**src/rtl/pixel_stream_reader_pkg.sv**
```systemverilog
// Shared definitions for the pixel stream reader: FSM encoding, per-pixel tag
// layout and default frame geometry.
package pixel_stream_reader_pkg;

    localparam int DEF_NUM_BITS  = 8;
    localparam int DEF_WIDTH     = 320;
    localparam int DEF_HEIGHT    = 240;
    localparam int DEF_ADDR_BITS = 17;
    localparam int TAG_BITS      = 3;

    typedef enum logic [1:0] {
        ST_IDLE  = 2'd0,
        ST_RUN   = 2'd1,
        ST_DRAIN = 2'd2
    } state_e;

    typedef struct packed {
        logic sof;
        logic eol;
        logic eof;
    } tag_t;

    // Counter width for a 0..n-1 index; never narrower than one bit.
    function automatic int cnt_bits(input int n);
        return (n > 1) ? $clog2(n) : 1;
    endfunction

endpackage

```
**src/rtl/pixel_stream_reader_if.sv**
```systemverilog
// Control, memory-read and pixel-stream signals of the pixel stream reader.
// Handshake: a pixel moves downstream exactly in cycles where shift=1; shift is
// out_valid && !stall, so stall acts as not-ready and may change every cycle.
interface pixel_stream_reader_if #(
    parameter int NUM_BITS  = 8,
    parameter int ADDR_BITS = 17
);
    logic                 start;
    logic [ADDR_BITS-1:0] base_addr;
    logic                 busy;
    logic                 done;
    logic                 mem_rd;
    logic [ADDR_BITS-1:0] mem_addr;
    logic [NUM_BITS-1:0]  mem_rdata;
    logic [NUM_BITS-1:0]  pix_out;
    logic                 shift;
    logic                 sof;
    logic                 eol;
    logic                 eof;
    logic                 stall;

    modport master (
        input  start, base_addr, stall, mem_rdata,
        output busy, done, mem_rd, mem_addr, pix_out, shift, sof, eol, eof
    );

    modport slave (
        output start, base_addr, stall, mem_rdata,
        input  busy, done, mem_rd, mem_addr, pix_out, shift, sof, eol, eof
    );

endinterface

```
**src/rtl/pixel_stream_reader_skid_fifo.sv**
```systemverilog
// Two-entry FIFO used to absorb memory read latency against downstream stalls.
// Callers must never pop when empty nor push when full.
module skid_fifo #(
    parameter int DW = 11
) (
    input  logic          clk,
    input  logic          reset,
    input  logic          push_i,
    input  logic [DW-1:0] data_i,
    input  logic          pop_i,
    output logic [DW-1:0] head_o,
    output logic [1:0]    count_o
);
    logic [DW-1:0] mem_q [2];
    logic          wr_ptr_q;
    logic          rd_ptr_q;
    logic [1:0]    count_q, count_d;

    always_comb begin
        count_d = count_q + {1'b0, push_i} - {1'b0, pop_i};
    end

    always_ff @(posedge clk) begin
        if (reset) begin
            wr_ptr_q <= 1'b0;
            rd_ptr_q <= 1'b0;
            count_q  <= 2'd0;
        end else begin
            if (push_i) wr_ptr_q <= ~wr_ptr_q;
            if (pop_i)  rd_ptr_q <= ~rd_ptr_q;
            count_q <= count_d;
        end
    end

    always_ff @(posedge clk) begin
        if (push_i) mem_q[wr_ptr_q] <= data_i;
    end

    assign head_o  = mem_q[rd_ptr_q];
    assign count_o = count_q;

    no_overflow: assert property (@(posedge clk) disable iff (reset)
        !(push_i && count_q == 2'd2));

endmodule

```
**src/rtl/pixel_stream_reader.sv**
```systemverilog
// Raster-order frame reader: issues throttled memory reads, realigns data with
// its position tags and presents one pixel per cycle on a stall-able stream.
module pixel_stream_reader
    import pixel_stream_reader_pkg::*;
#(
    parameter int NUM_BITS  = DEF_NUM_BITS,
    parameter int WIDTH     = DEF_WIDTH,
    parameter int HEIGHT    = DEF_HEIGHT,
    parameter int ADDR_BITS = DEF_ADDR_BITS
) (
    input  logic                 clk,
    input  logic                 reset,
    pixel_stream_reader_if.master bus,
    output state_e               state_o
);
    localparam int COL_W = cnt_bits(WIDTH);
    localparam int ROW_W = cnt_bits(HEIGHT);
    localparam int FW    = NUM_BITS + TAG_BITS;

    state_e               state_q, state_d;
    logic [ADDR_BITS-1:0] addr_q, addr_d;
    logic [COL_W-1:0]     col_q, col_d;
    logic [ROW_W-1:0]     row_q, row_d;
    logic                 inflight_q;
    tag_t                 rtag_q;
    logic [NUM_BITS-1:0]  pix_q;
    tag_t                 flags_q;
    logic                 out_valid_q;
    logic                 done_q;

    tag_t        issue_tag;
    logic        last_col, last_row;
    logic        rd, load, push, pop, shift;
    logic [2:0]  occ;
    logic [1:0]  count;
    logic [FW-1:0] head, in_word, load_word;

    assign last_col  = (col_q == COL_W'(WIDTH - 1));
    assign last_row  = (row_q == ROW_W'(HEIGHT - 1));
    assign issue_tag = '{sof: (row_q == '0) && (col_q == '0),
                         eol: last_col,
                         eof: last_col && last_row};

    // Returning data bypasses the empty FIFO straight into the output register,
    // which is what gives start-to-first-shift its three-cycle latency.
    assign shift     = out_valid_q && !bus.stall;
    assign load      = (!out_valid_q || shift) && ((count != 2'd0) || inflight_q);
    assign pop       = load && (count != 2'd0);
    assign push      = inflight_q && !(load && (count == 2'd0));
    assign in_word   = {bus.mem_rdata, rtag_q};
    assign load_word = (count != 2'd0) ? head : in_word;
    assign occ       = {1'b0, count} + {2'b00, inflight_q} - {2'b00, load};
    assign rd        = (state_q == ST_RUN) && (occ < 3'd2);

    skid_fifo #(.DW(FW)) u_fifo (
        .clk     (clk),
        .reset   (reset),
        .push_i  (push),
        .data_i  (in_word),
        .pop_i   (pop),
        .head_o  (head),
        .count_o (count)
    );

    always_comb begin
        state_d = state_q;
        addr_d  = addr_q;
        col_d   = col_q;
        row_d   = row_q;
        case (state_q)
            ST_IDLE: begin
                if (bus.start) begin
                    state_d = ST_RUN;
                    addr_d  = bus.base_addr;
                    col_d   = '0;
                    row_d   = '0;
                end
            end
            ST_RUN: begin
                if (rd) begin
                    addr_d = addr_q + 1'b1;
                    if (last_col) begin
                        col_d = '0;
                        row_d = row_q + 1'b1;
                    end else begin
                        col_d = col_q + 1'b1;
                    end
                    if (issue_tag.eof) state_d = ST_DRAIN;
                end
            end
            ST_DRAIN: begin
                if (shift && flags_q.eof) state_d = ST_IDLE;
            end
            default: state_d = ST_IDLE;
        endcase
    end

    always_ff @(posedge clk) begin
        if (reset) begin
            state_q     <= ST_IDLE;
            addr_q      <= '0;
            col_q       <= '0;
            row_q       <= '0;
            inflight_q  <= 1'b0;
            rtag_q      <= '0;
            pix_q       <= '0;
            flags_q     <= '0;
            out_valid_q <= 1'b0;
            done_q      <= 1'b0;
        end else begin
            state_q    <= state_d;
            addr_q     <= addr_d;
            col_q      <= col_d;
            row_q      <= row_d;
            inflight_q <= rd;
            if (rd) rtag_q <= issue_tag;
            if (load) begin
                {pix_q, flags_q} <= load_word;
                out_valid_q      <= 1'b1;
            end else if (shift) begin
                out_valid_q <= 1'b0;
            end
            done_q <= (state_q == ST_DRAIN) && shift && flags_q.eof;
        end
    end

    assign bus.mem_rd   = rd;
    assign bus.mem_addr = addr_q;
    assign bus.pix_out  = pix_q;
    assign bus.shift    = shift;
    assign bus.sof      = flags_q.sof;
    assign bus.eol      = flags_q.eol;
    assign bus.eof      = flags_q.eof;
    assign bus.busy     = (state_q != ST_IDLE);
    assign bus.done     = done_q;
    assign state_o      = state_q;

endmodule

```
**src/flat_wrapper.sv**
```systemverilog
// flat-port wrapper written by rule: the top's interface ports become plain ports
module pixel_stream_reader_flat import pixel_stream_reader_pkg::*;
#(
    parameter int NUM_BITS  = DEF_NUM_BITS,
    parameter int WIDTH     = DEF_WIDTH,
    parameter int HEIGHT    = DEF_HEIGHT,
    parameter int ADDR_BITS = DEF_ADDR_BITS
)
  (clk, reset, state_o, bus_start, bus_base_addr, bus_stall, bus_mem_rdata, bus_busy, bus_done, bus_mem_rd, bus_mem_addr, bus_pix_out, bus_shift, bus_sof, bus_eol, bus_eof);
  pixel_stream_reader_if #(.NUM_BITS(NUM_BITS), .ADDR_BITS(ADDR_BITS)) bus_i ();
  input  logic clk;
  input  logic reset;
  output state_e state_o;
  input wire logic [$bits(bus_i.start)-1:0] bus_start;
  input wire logic [$bits(bus_i.base_addr)-1:0] bus_base_addr;
  input wire logic [$bits(bus_i.stall)-1:0] bus_stall;
  input wire logic [$bits(bus_i.mem_rdata)-1:0] bus_mem_rdata;
  output wire logic [$bits(bus_i.busy)-1:0] bus_busy;
  output wire logic [$bits(bus_i.done)-1:0] bus_done;
  output wire logic [$bits(bus_i.mem_rd)-1:0] bus_mem_rd;
  output wire logic [$bits(bus_i.mem_addr)-1:0] bus_mem_addr;
  output wire logic [$bits(bus_i.pix_out)-1:0] bus_pix_out;
  output wire logic [$bits(bus_i.shift)-1:0] bus_shift;
  output wire logic [$bits(bus_i.sof)-1:0] bus_sof;
  output wire logic [$bits(bus_i.eol)-1:0] bus_eol;
  output wire logic [$bits(bus_i.eof)-1:0] bus_eof;
  assign bus_i.start = bus_start;
  assign bus_i.base_addr = bus_base_addr;
  assign bus_i.stall = bus_stall;
  assign bus_i.mem_rdata = bus_mem_rdata;
  assign bus_busy = bus_i.busy;
  assign bus_done = bus_i.done;
  assign bus_mem_rd = bus_i.mem_rd;
  assign bus_mem_addr = bus_i.mem_addr;
  assign bus_pix_out = bus_i.pix_out;
  assign bus_shift = bus_i.shift;
  assign bus_sof = bus_i.sof;
  assign bus_eol = bus_i.eol;
  assign bus_eof = bus_i.eof;
  pixel_stream_reader #(.NUM_BITS(NUM_BITS), .WIDTH(WIDTH), .HEIGHT(HEIGHT), .ADDR_BITS(ADDR_BITS)) u_core (.clk(clk), .reset(reset), .bus(bus_i), .state_o(state_o));
endmodule
```
**config.mk**
```make
export PLATFORM = sky130hd
export DESIGN_NAME = pixel_stream_reader_flat
export DESIGN_NICKNAME = d
export VERILOG_FILES = /design/src/rtl/pixel_stream_reader_pkg.sv /design/src/rtl/pixel_stream_reader_if.sv /design/src/rtl/pixel_stream_reader_skid_fifo.sv /design/src/rtl/pixel_stream_reader.sv /design/src/flat_wrapper.sv
export SDC_FILE = /design/constraint.sdc
export NUM_CORES = 1
export LEC_CHECK = 0
export CAP_MARGIN = 10
export CORE_ASPECT_RATIO = 0.9
export CORE_MARGIN = 2
export CORE_UTILIZATION = 50
export CTS_CLUSTER_DIAMETER = 80
export DETAILED_ROUTE_END_ITERATION = 16
export PLACE_DENSITY = 0.76
export SYNTH_ARGS = -nofsm -noshare
export SYNTH_HDL_FRONTEND = slang
export SYNTH_SLANG_ARGS = --single-unit
export TNS_END_PERCENT = 30
```
**constraint.sdc**
```tcl
create_clock -name clk -period 3.6 [get_ports clk]
set_input_delay 0.36 -clock clk [delete_from_list [all_inputs] [get_ports clk]]
set_output_delay 0.36 -clock clk [all_outputs]
set_load 0.05 [all_outputs]
```
Word level (Yosys, flattened, before mapping) --
Memory sizes are Yosys's and may differ from the RTL's. A register that Yosys moved wholly into a read port is not among the register bits. Index checks and enable logic that the tools add are counted.
Operators by class: add/sub/neg operators 7, multiply operators 0, div/mod/pow operators 0, order comparisons 1, eq/ne operators 9, shift operators 0, multiplexer cells 23, bitwise operators 2, reduce and logical (&&, ||, !) cells 27
Operators with widths (number):
- $mux 17 | 2
- $pmux 17 s2 | 1
- $mux 9 | 3
- $mux 8 | 3
- $pmux 9 s2 | 1
- $add 17x1->17 const B | 1
- $pmux 8 s2 | 1
- $logic_and 1x1->1 | 11
- $mux 11 | 1
- $add 9x1->9 const B | 1
- $eq 9x9->1 const B | 1
- $logic_not 9->1 | 1
- $add 8x1->8 const B | 1
- $eq 8x8->1 const B | 1
- $logic_not 8->1 | 1
- $mux 2 | 4
- $reduce_and 4->1 | 2
- $reduce_bool 2->1 | 4
- $mux 1 | 6
- $ne 2x1->1 const B | 3
- $pmux 2 s3 | 1
- $logic_not 2->1 | 2
- $ne 2x2->1 const B | 2
- $add 2x1->3 | 1
- 10 further kinds | 14
Word-level totals: bits in registers 57, bits in latches 0, bits in writable memories 22, bits in read-only memories 0, output and inout port bits 34, word-level logic and storage cells 87, memories kept 1
Memories:
- u_core.u_fifo.mem_q | depth 2, bits a word 11, rd ports 1, clocked after memory_dff 1, wr ports 1, line pixel_stream_reader_skid_fifo.sv:14 | logic [DW-1:0] mem_q [2];

Logic depth before layout (Yosys ltp) --
Gate-level depths: netlist of run 1.
word-level depth 9, mapped depth 11, gate-level depth less buffers 9

Modules after synthesis --
From an unflattened synthesis of run 1, not the netlist that was laid out.
Second synthesis, totals: cells, all modules 384, area total of the unflattened synthesis 3834.9 sq um
Modules (own cells, without submodules):
- pixel_stream_reader | instances 1, cells an instance 331, area each 2832.7 sq um
- skid_fifo | instances 1, cells an instance 53, area each 1002.2 sq um

Least setup slack after synthesis of run 1 --
OpenSTA, ideal clock, no wires.
kind flip-flop to flip-flop, start point reg u_core.u_fifo.count_q[1] (netlist: u_core.u_fifo.count_o[1]), end point reg u_core.addr_q[14] (netlist: u_core.bus.mem_addr[14]), arrival time 2637 ps, required time 3526 ps, path slack 888 ps, stages on the path, launching flop included 12, clock period less this slack 2712 ps, cells stage by stage dfxtp_1 nor2_1 a21oi_1 clkbuf_1 nor2b_1 fa_1 and3b_1 a21oi_2 buf_2 buf_2 a21oi_1 a31oi_1
Between the ends: cells in the longest elaborated chain, start to end 8, elaborated cells between the ends (all ways) 9, those cells by class add/sub (2); order compare (1); eq/ne (1); reduce/logical (5)
Ends and longest elaborated chain:
- start, declared | line pixel_stream_reader_skid_fifo.sv:17 | logic [1:0] count_q, count_d;
- start signal, assigned | line pixel_stream_reader_skid_fifo.sv:31 | count_q <= count_d;
- parallel branches: the longest is 3 deep, another holds $add 2x1->3
- $sub 3x1->3 * | line pixel_stream_reader.sv:52 | assign occ = {1'b0, count} + {2'b00, inflight_q} - {2'b00, load};
- $lt 3x2->1 * | line pixel_stream_reader.sv:53 | assign rd = (state_q == ST_RUN) && (occ < 3'd2);
- $logic_and 1x1->1 * | line pixel_stream_reader.sv:53
- $ne 2x2->1 (no source line) *
- $reduce_and 3->1 (no source line) *
- end signal, assigned | line pixel_stream_reader.sv:112 | addr_q <= addr_d;
- end, declared | line pixel_stream_reader.sv:21 | logic [ADDR_BITS-1:0] addr_q, addr_d;
Mark *: on every way between the ends. A chain may end at the register's enable or synchronous reset.

Final worst setup path of run 1 --
start point in bus_stall, end point out bus_mem_rd
Between the ends: cells in the longest elaborated chain, start to end 7
Ends and longest elaborated chain:
- start, declared | line flat_wrapper.sv:16 | input wire logic [$bits(bus_i.stall)-1:0] bus_stall;
- $logic_not 1->1 | line pixel_stream_reader.sv:46 | assign shift = out_valid_q && !bus.stall;
- $logic_and 1x1->1 | line pixel_stream_reader.sv:46
- $logic_or 1x1->1 | line pixel_stream_reader.sv:47 | assign load = (!out_valid_q || shift) && ((count != 2'd0) || inflight_q);
- $logic_and 1x1->1 | line pixel_stream_reader.sv:47
- $sub 3x1->3 | line pixel_stream_reader.sv:52
- $lt 3x2->1 | line pixel_stream_reader.sv:53
- $logic_and 1x1->1 | line pixel_stream_reader.sv:53
- end, declared | line flat_wrapper.sv:20 | output wire logic [$bits(bus_i.mem_rd)-1:0] bus_mem_rd;
No other way between the ends.

==> qor.txt, run 1 <==
Worst-Skew Late Latency: 350 ps
CP bufs+invs: 3
Most common cell after layout, fill and taps aside: clkdlybuf4s50_1
Worst hold path type: flop to flop
Max-slew headroom at the worst pin: 53.6%
Main combinational cell family by area after synthesis: simple AND/OR/NAND/NOR gates
Post-synthesis adder-cell area fraction: 2.83%
Leakage power: 1.60 nW
Hold EP: u_core.u_fifo.mem_q[1][2]
Via density: 5.96
Total CTS buffers: 9
Met2 Usage GRT: 34.5%
Post-synth ARST share: 0%
Synth Instances: 405
CP delay by family, top: buffers and inverters
CTS tree: done
Post-synth cell types: 59
Worst Path Max Fanout: 6
Setup TNS Final: 0 ps
Slew @ Worst Pin: 696 ps
Fin. Hold Viols: 0
Num Clock Sinks: 80
Die H: 86.8 um
Setup crit start kind: input pin
Max_cap viols: 0
Crit-path max cell delay: 560 ps
Layout fillers: 630
Post-CTS Setup Bufs: 0
Vias in the first global route: 3105
Status: finished clean
Syn_nets: 442
Fraction of layout cells with a size suffix above 1: 8.32%
Synth Area in XOR/XNOR: 1.61%
Worst EP required: 3240 ps
Final wirelength: 9.02 mm
Main synth FF type: dfxtp_1
Core area: 7470 sq um
Complex-gate fraction of the synthesized area: 18.5%
Initial antenna violation count: 0
Final worst path period share: 85.5%
Synth Area per Inst: 9.39 sq um
Top cell type's share of synthesized area: 30.5%
Wire per inst: 16.0 um
CP Capture Type: output pin
GRT busiest layer: met2
F_max: 325 MHz
First-pass GRT wire length: 14.6 mm
Synth warn: 0
Initial Utilization: 50.9%
Grt met3 use: 6.09%
Mux cell area share after synthesis: 4.04%
Cell Rows: 30
Most frequent cells in the layout: clkdlybuf4s50_1 (61), dfxtp_1 (58), nand2_1 (44), a21oi_1 (35), nor2_1 (24)
Hold Path Depth: 0
Hold-fix buffers, CTS: 0
Post-route DRC: 0
Clock-pin transition on the worst setup and hold timing paths: 80 ps
Clk Tree Root Cell: clkbuf_8
R2r endpoint: u_core.col_q[7]
Post-CTS sizing: 0
Routability cong.: 0.866
CP max stage cell: clkdlybuf4s50_1
Final Skew: 11.4 ps
Post-synthesis sequential area ratio: 47.9%
Die Width: 96.0 um
Port-buffer cells: 62
RR Startpoint: u_core.u_fifo.count_o[1]
GR Overflow Total: 0
Ant diodes: 0
Iter 0 DRT Violations: 260
Top cell type by total area after synthesis: dfxtp_1
Worst reg2reg setup slack: 920 ps
Top cells by area, synth: dfxtp_1 (31%), edfxtp_1 (17%), a21oi_1 (4.6%), nand2_1 (4.3%), mux2_2 (3.3%)
IO Pins: 63
CP cell instances: clkdlybuf4s50_1 -> nand2_1 -> xor2_1 -> nand2_1 -> fa_1 -> xnor2_1 -> nand2_1 -> inv_1 -> buf_4
Clock buffer depth: 2
Largest net degree at the start of global routing: 46
Synthesized flop and latch total: 80
Fraction of the mapped netlist area in simple logic gates: 21.5%
Met1 Use GR: 31.4%
Max-slew violations: 0
GRT Total Usage: 22.6%
RSZ-0062 raised after global routing: no
Fin nets: 501
Layout area overhead: 22.6%
Critical Path AT: 2720 ps
H-tree levels: 3
Worst R2R Path Depth: 9
Vias: 3365
Number of detailed-route iterations in the first pass: 7
Worst vdd ir: 0.281 mV
Number of flops mapped to enable cells by yosys: 22
Hold path startpoint: u_core.in_word[2]
Pwr per Cell Area: 623 nW/um^2
Antenna Nets Post-Route: 0
Most used cell, CP: nand2_1
Period minus WS final: 3080 ps
Setup violators final: 0
Die Area: 8320 sq um
Critical path class: input pin to output pin
Synth Cell Area: 3800 sq um
Dpl hpwl: 6.11 mm
Hold_ws: 487 ps
per-stage QoR:
step | cell area (sq um) | cells | power [mW] | utilization, % | worst slack (ps)
floorplan | 3800 | 405 | 2.00 | - | 888
global placement | 4500 | 549 | 2.32 | 60.2 | 549
detailed placement | 4500 | 549 | 2.35 | 60.2 | 387
CTS | 4660 | 565 | 2.92 | 62.4 | 547
global route | 4660 | 565 | 3.07 | 62.4 | 338
finish | 4660 | 565 | 2.91 | 62.4 | 520
synth_stat cells, types with 2 or more instances:
master and count:
o31ai_1 6, mux2i_1 3, mux2_2 11, and4_1 2, or3_1 10, buf_2 5
or4_1 8, and2_1 5, or2_2 2, nand4_1 12, xor2_1 3, a31oi_1 4
a22o_1 2, nor2_1 24, a21boi_1 3, nor4_1 7, ha_1 7, a311oi_1 2
nor3_1 7, edfxtp_1 22, a21o_1 6, a32o_1 3, nor2b_1 5, o2bb2ai_1 2
nand2_1 44, nand3_1 13, xnor2_1 4, a22oi_1 13, and3_1 8, a21oi_1 35
buf_6 2, inv_1 8, o21ai_0 20, dfxtp_1 58, o21a_1 2, clkbuf_1 14
power breakdown:
part | total, mW | switching [mW] | internal (mW)
clock network | 0.571 | 0.324 | 0.247
registers | 1.19 | 0.134 | 1.06
logic | 1.14 | 0.713 | 0.428
total | 2.91 | 1.17 | 1.73
cell families after synthesis:
logic type / after synthesis
fa+ha+maj: 8
compound gates: 110
xor+xnor: 7
simple gates: 155
buf+inv: 31
flops: 80
mux: 14
layer usage:
layer  up-vias  share of wire (%)
met5         -                  0
met4         0                1.2
met3        11                7.1
met2       124                 47
met1      1600                 45
li1       1630                  -
registers in the layout, indices dropped and copies added (netlist names), named ones only:
register,count
u_core.bus.done,1
u_core.bus.eof,1
u_core.bus.eol,1
u_core.bus.mem_addr,17
u_core.bus.pix_out,8
u_core.bus.sof,1
u_core.col_q,9
u_core.in_word,3
u_core.inflight_q,1
u_core.out_valid_q,1
u_core.row_q,8
u_core.state_o,2
u_core.u_fifo.count_o,2
u_core.u_fifo.mem_q,22
u_core.u_fifo.rd_ptr_q,1
u_core.u_fifo.wr_ptr_q,1
area by class of cell:
type                            count  area, sq um  area share (%)
Tap cell                           96          120            2.58
Clock buffer                       10          128            2.74
Inverter                            9         33.8           0.724
Sequential cell                    80         1820            39.1
Timing Repair Buffer               70          678            14.5
Clock inverter                      6         37.5           0.805
Multi-Input combinational cell    294         1850            39.6
worst max-delay path by stage:
stage,from,end,depth (start not counted)
floorplan,u_core.u_fifo.count_o[1],u_core.bus.mem_addr[14],11
global placement,bus_stall,u_core.bus.mem_addr[9],9
detailed placement,bus_stall,u_core.col_q[7],10
CTS,bus_stall,bus_mem_rd,9
global route,bus_stall,bus_mem_rd,9
finish,bus_stall,bus_mem_rd,9
worst reg2reg max path: cells and delay by family, from the launching register on:
family                     cells  cell delay (ps)
adders and majority gates      1              550
and+or+nand+nor                3              530
buffers and inverters          1              260
AOI/OAI and AO/OA              4              800
DFF                            1              390
(Power assumes the default switching activity.)
==> inputs of run 2 (changes only) <==
CORE_ASPECT_RATIO = 1.1   (was 0.9)
MAX_ROUTING_LAYER = met4   (was unset)
==> run 2 against run 1 <==
Compared with the run above: clock-buffer cell count rose by 1; design area rose by 0.46%; largest power group unchanged; setup slack improved by 250 ps; die area barely moved; first-iteration DRC count fell by 32%; largest cell class unchanged; critical endpoint unchanged; sequential power barely moved.
==> qor.txt, run 2 (synthesized netlist as in run 1, its figures left out) <==
First-pass GRT wire length: 14.2 mm
Initial antenna violation count: 0
Max-slew headroom at the worst pin: 54.0%
Die Area: 8320 sq um
Routability cong.: 0.942
Critical path class: input pin to output pin
Antenna Nets Post-Route: 0
Clock buffer depth: 2
Slew @ Worst Pin: 684 ps
Iter 0 DRT Violations: 178
Hold-fix buffers, CTS: 0
GR Overflow Total: 0
Post-CTS sizing: 0
Die H: 95.5 um
Leakage power: 1.62 nW
Setup crit start kind: input pin
Via density: 6.00
Vias in the first global route: 3102
Num Clock Sinks: 80
Most frequent cells in the layout: clkdlybuf4s50_1 (61), dfxtp_1 (58), nand2_1 (44), a21oi_1 (35), nor2_1 (24)
Most common cell after layout, fill and taps aside: clkdlybuf4s50_1
Worst hold path type: flop to flop
Post-CTS Setup Bufs: 0
Worst EP required: 3240 ps
Max-slew violations: 0
Total CTS buffers: 9
Worst R2R Path Depth: 9
RSZ-0062 raised after global routing: no
Core area: 7430 sq um
Setup TNS Final: 0 ps
Largest register FFs: 22
Clk Tree Root Cell: clkbuf_8
Final Skew: 8.43 ps
CP Capture Type: output pin
Wire per inst: 15.8 um
Layout fillers: 625
GRT Total Usage: 22.2%
Number of detailed-route iterations in the first pass: 5
H-tree levels: 3
Largest net degree at the start of global routing: 45
Pre-CTS setup slack: 472 ps
Hold_ws: 477 ps
Fin nets: 502
Period minus WS final: 2830 ps
Layout area overhead: 23.2%
Most flop-heavy register: u_core.u_fifo.mem_q
Port-buffer cells: 62
Ant diodes: 0
CTS tree: done
Status: finished clean
Hold Path Depth: 2
Cell Rows: 33
Worst vdd ir: 0.271 mV
Multi-input logic area: 1850 sq um
Final wirelength: 8.79 mm
Die Width: 87.2 um
Post-route DRC: 0
Setup violators final: 0
Pwr per Cell Area: 634 nW/um^2
Post-route setup slack: 771 ps
Fin. Hold Viols: 0
Worst reg2reg setup slack: 910 ps
Reg area: 1820 sq um
IO Pins: 63
Worst Path Max Fanout: 5
Final worst path period share: 78.6%
Vias: 3343
Clock-pin transition on the worst setup and hold timing paths: 90 ps
Worst-Skew Late Latency: 360 ps
Max_cap viols: 0
Fraction of layout cells with a size suffix above 1: 8.72%
Initial Utilization: 51.2%
Dpl hpwl: 6.00 mm
Critical Path AT: 2470 ps
F_max: 353 MHz
run 2: where the power goes:
group | switching [mW] | internal (mW) | total (mW) | leakage [nW]
registers | 0.132 | 1.06 | 1.19 | 0.669
clock network | 0.339 | 0.296 | 0.635 | 0.0915
logic | 0.708 | 0.435 | 1.14 | 0.856
run 2: stage by stage:
| step | area [sq um] | power, mW | cells | utilization, % |
|---|---|---|---|---|
| after floorplan | 3800 | 2.00 | 405 | - |
| after global placement | 4500 | 2.33 | 541 | 60.5 |
| after detailed placement | 4500 | 2.35 | 541 | 60.5 |
| after CTS | 4690 | 2.98 | 557 | 63.0 |
| after global routing | 4690 | 3.14 | 557 | 63.0 |
| final | 4690 | 2.97 | 557 | 63.0 |
run 2: layout make-up:
cell class | count | area share, %
Multi-Input combinational cell | 294 | 39.4
Sequential cell | 80 | 38.9
Timing Repair Buffer | 71 | 14.6
Clock buffer | 11 | 3.26
Tap cell | 87 | 2.32
Clock inverter | 5 | 0.801
Inverter | 9 | 0.721
run 2: path summary, 6_finish.rpt:
| check | start | end |
|---|---|---|
| hold / removal | u_core.in_word[0] | u_core.bus.eof |
| setup / recovery | bus_stall | bus_mem_rd |
| hold reg to reg | u_core.in_word[0] | u_core.bus.eof |
| setup reg to reg | u_core.u_fifo.count_o[1] | u_core.bus.mem_addr[1] |
run 2: worst max-delay path, stage by stage:
cell and delay, ps:
clkdlybuf4s50_1 540, nand2_1 120, xor2_1 150, nand2_1 90, fa_1 410, xnor2_1 300
nand2_1 130, inv_1 160, buf_4 220
run 2: routing by layer:
metal,wire length (um),GRT usage [%],share of wire (%)
met2,4270,38.0,49
met5,0,-,0
met4,181,9.23,2.1
met3,558,4.68,6.4
met1,3770,25.2,43
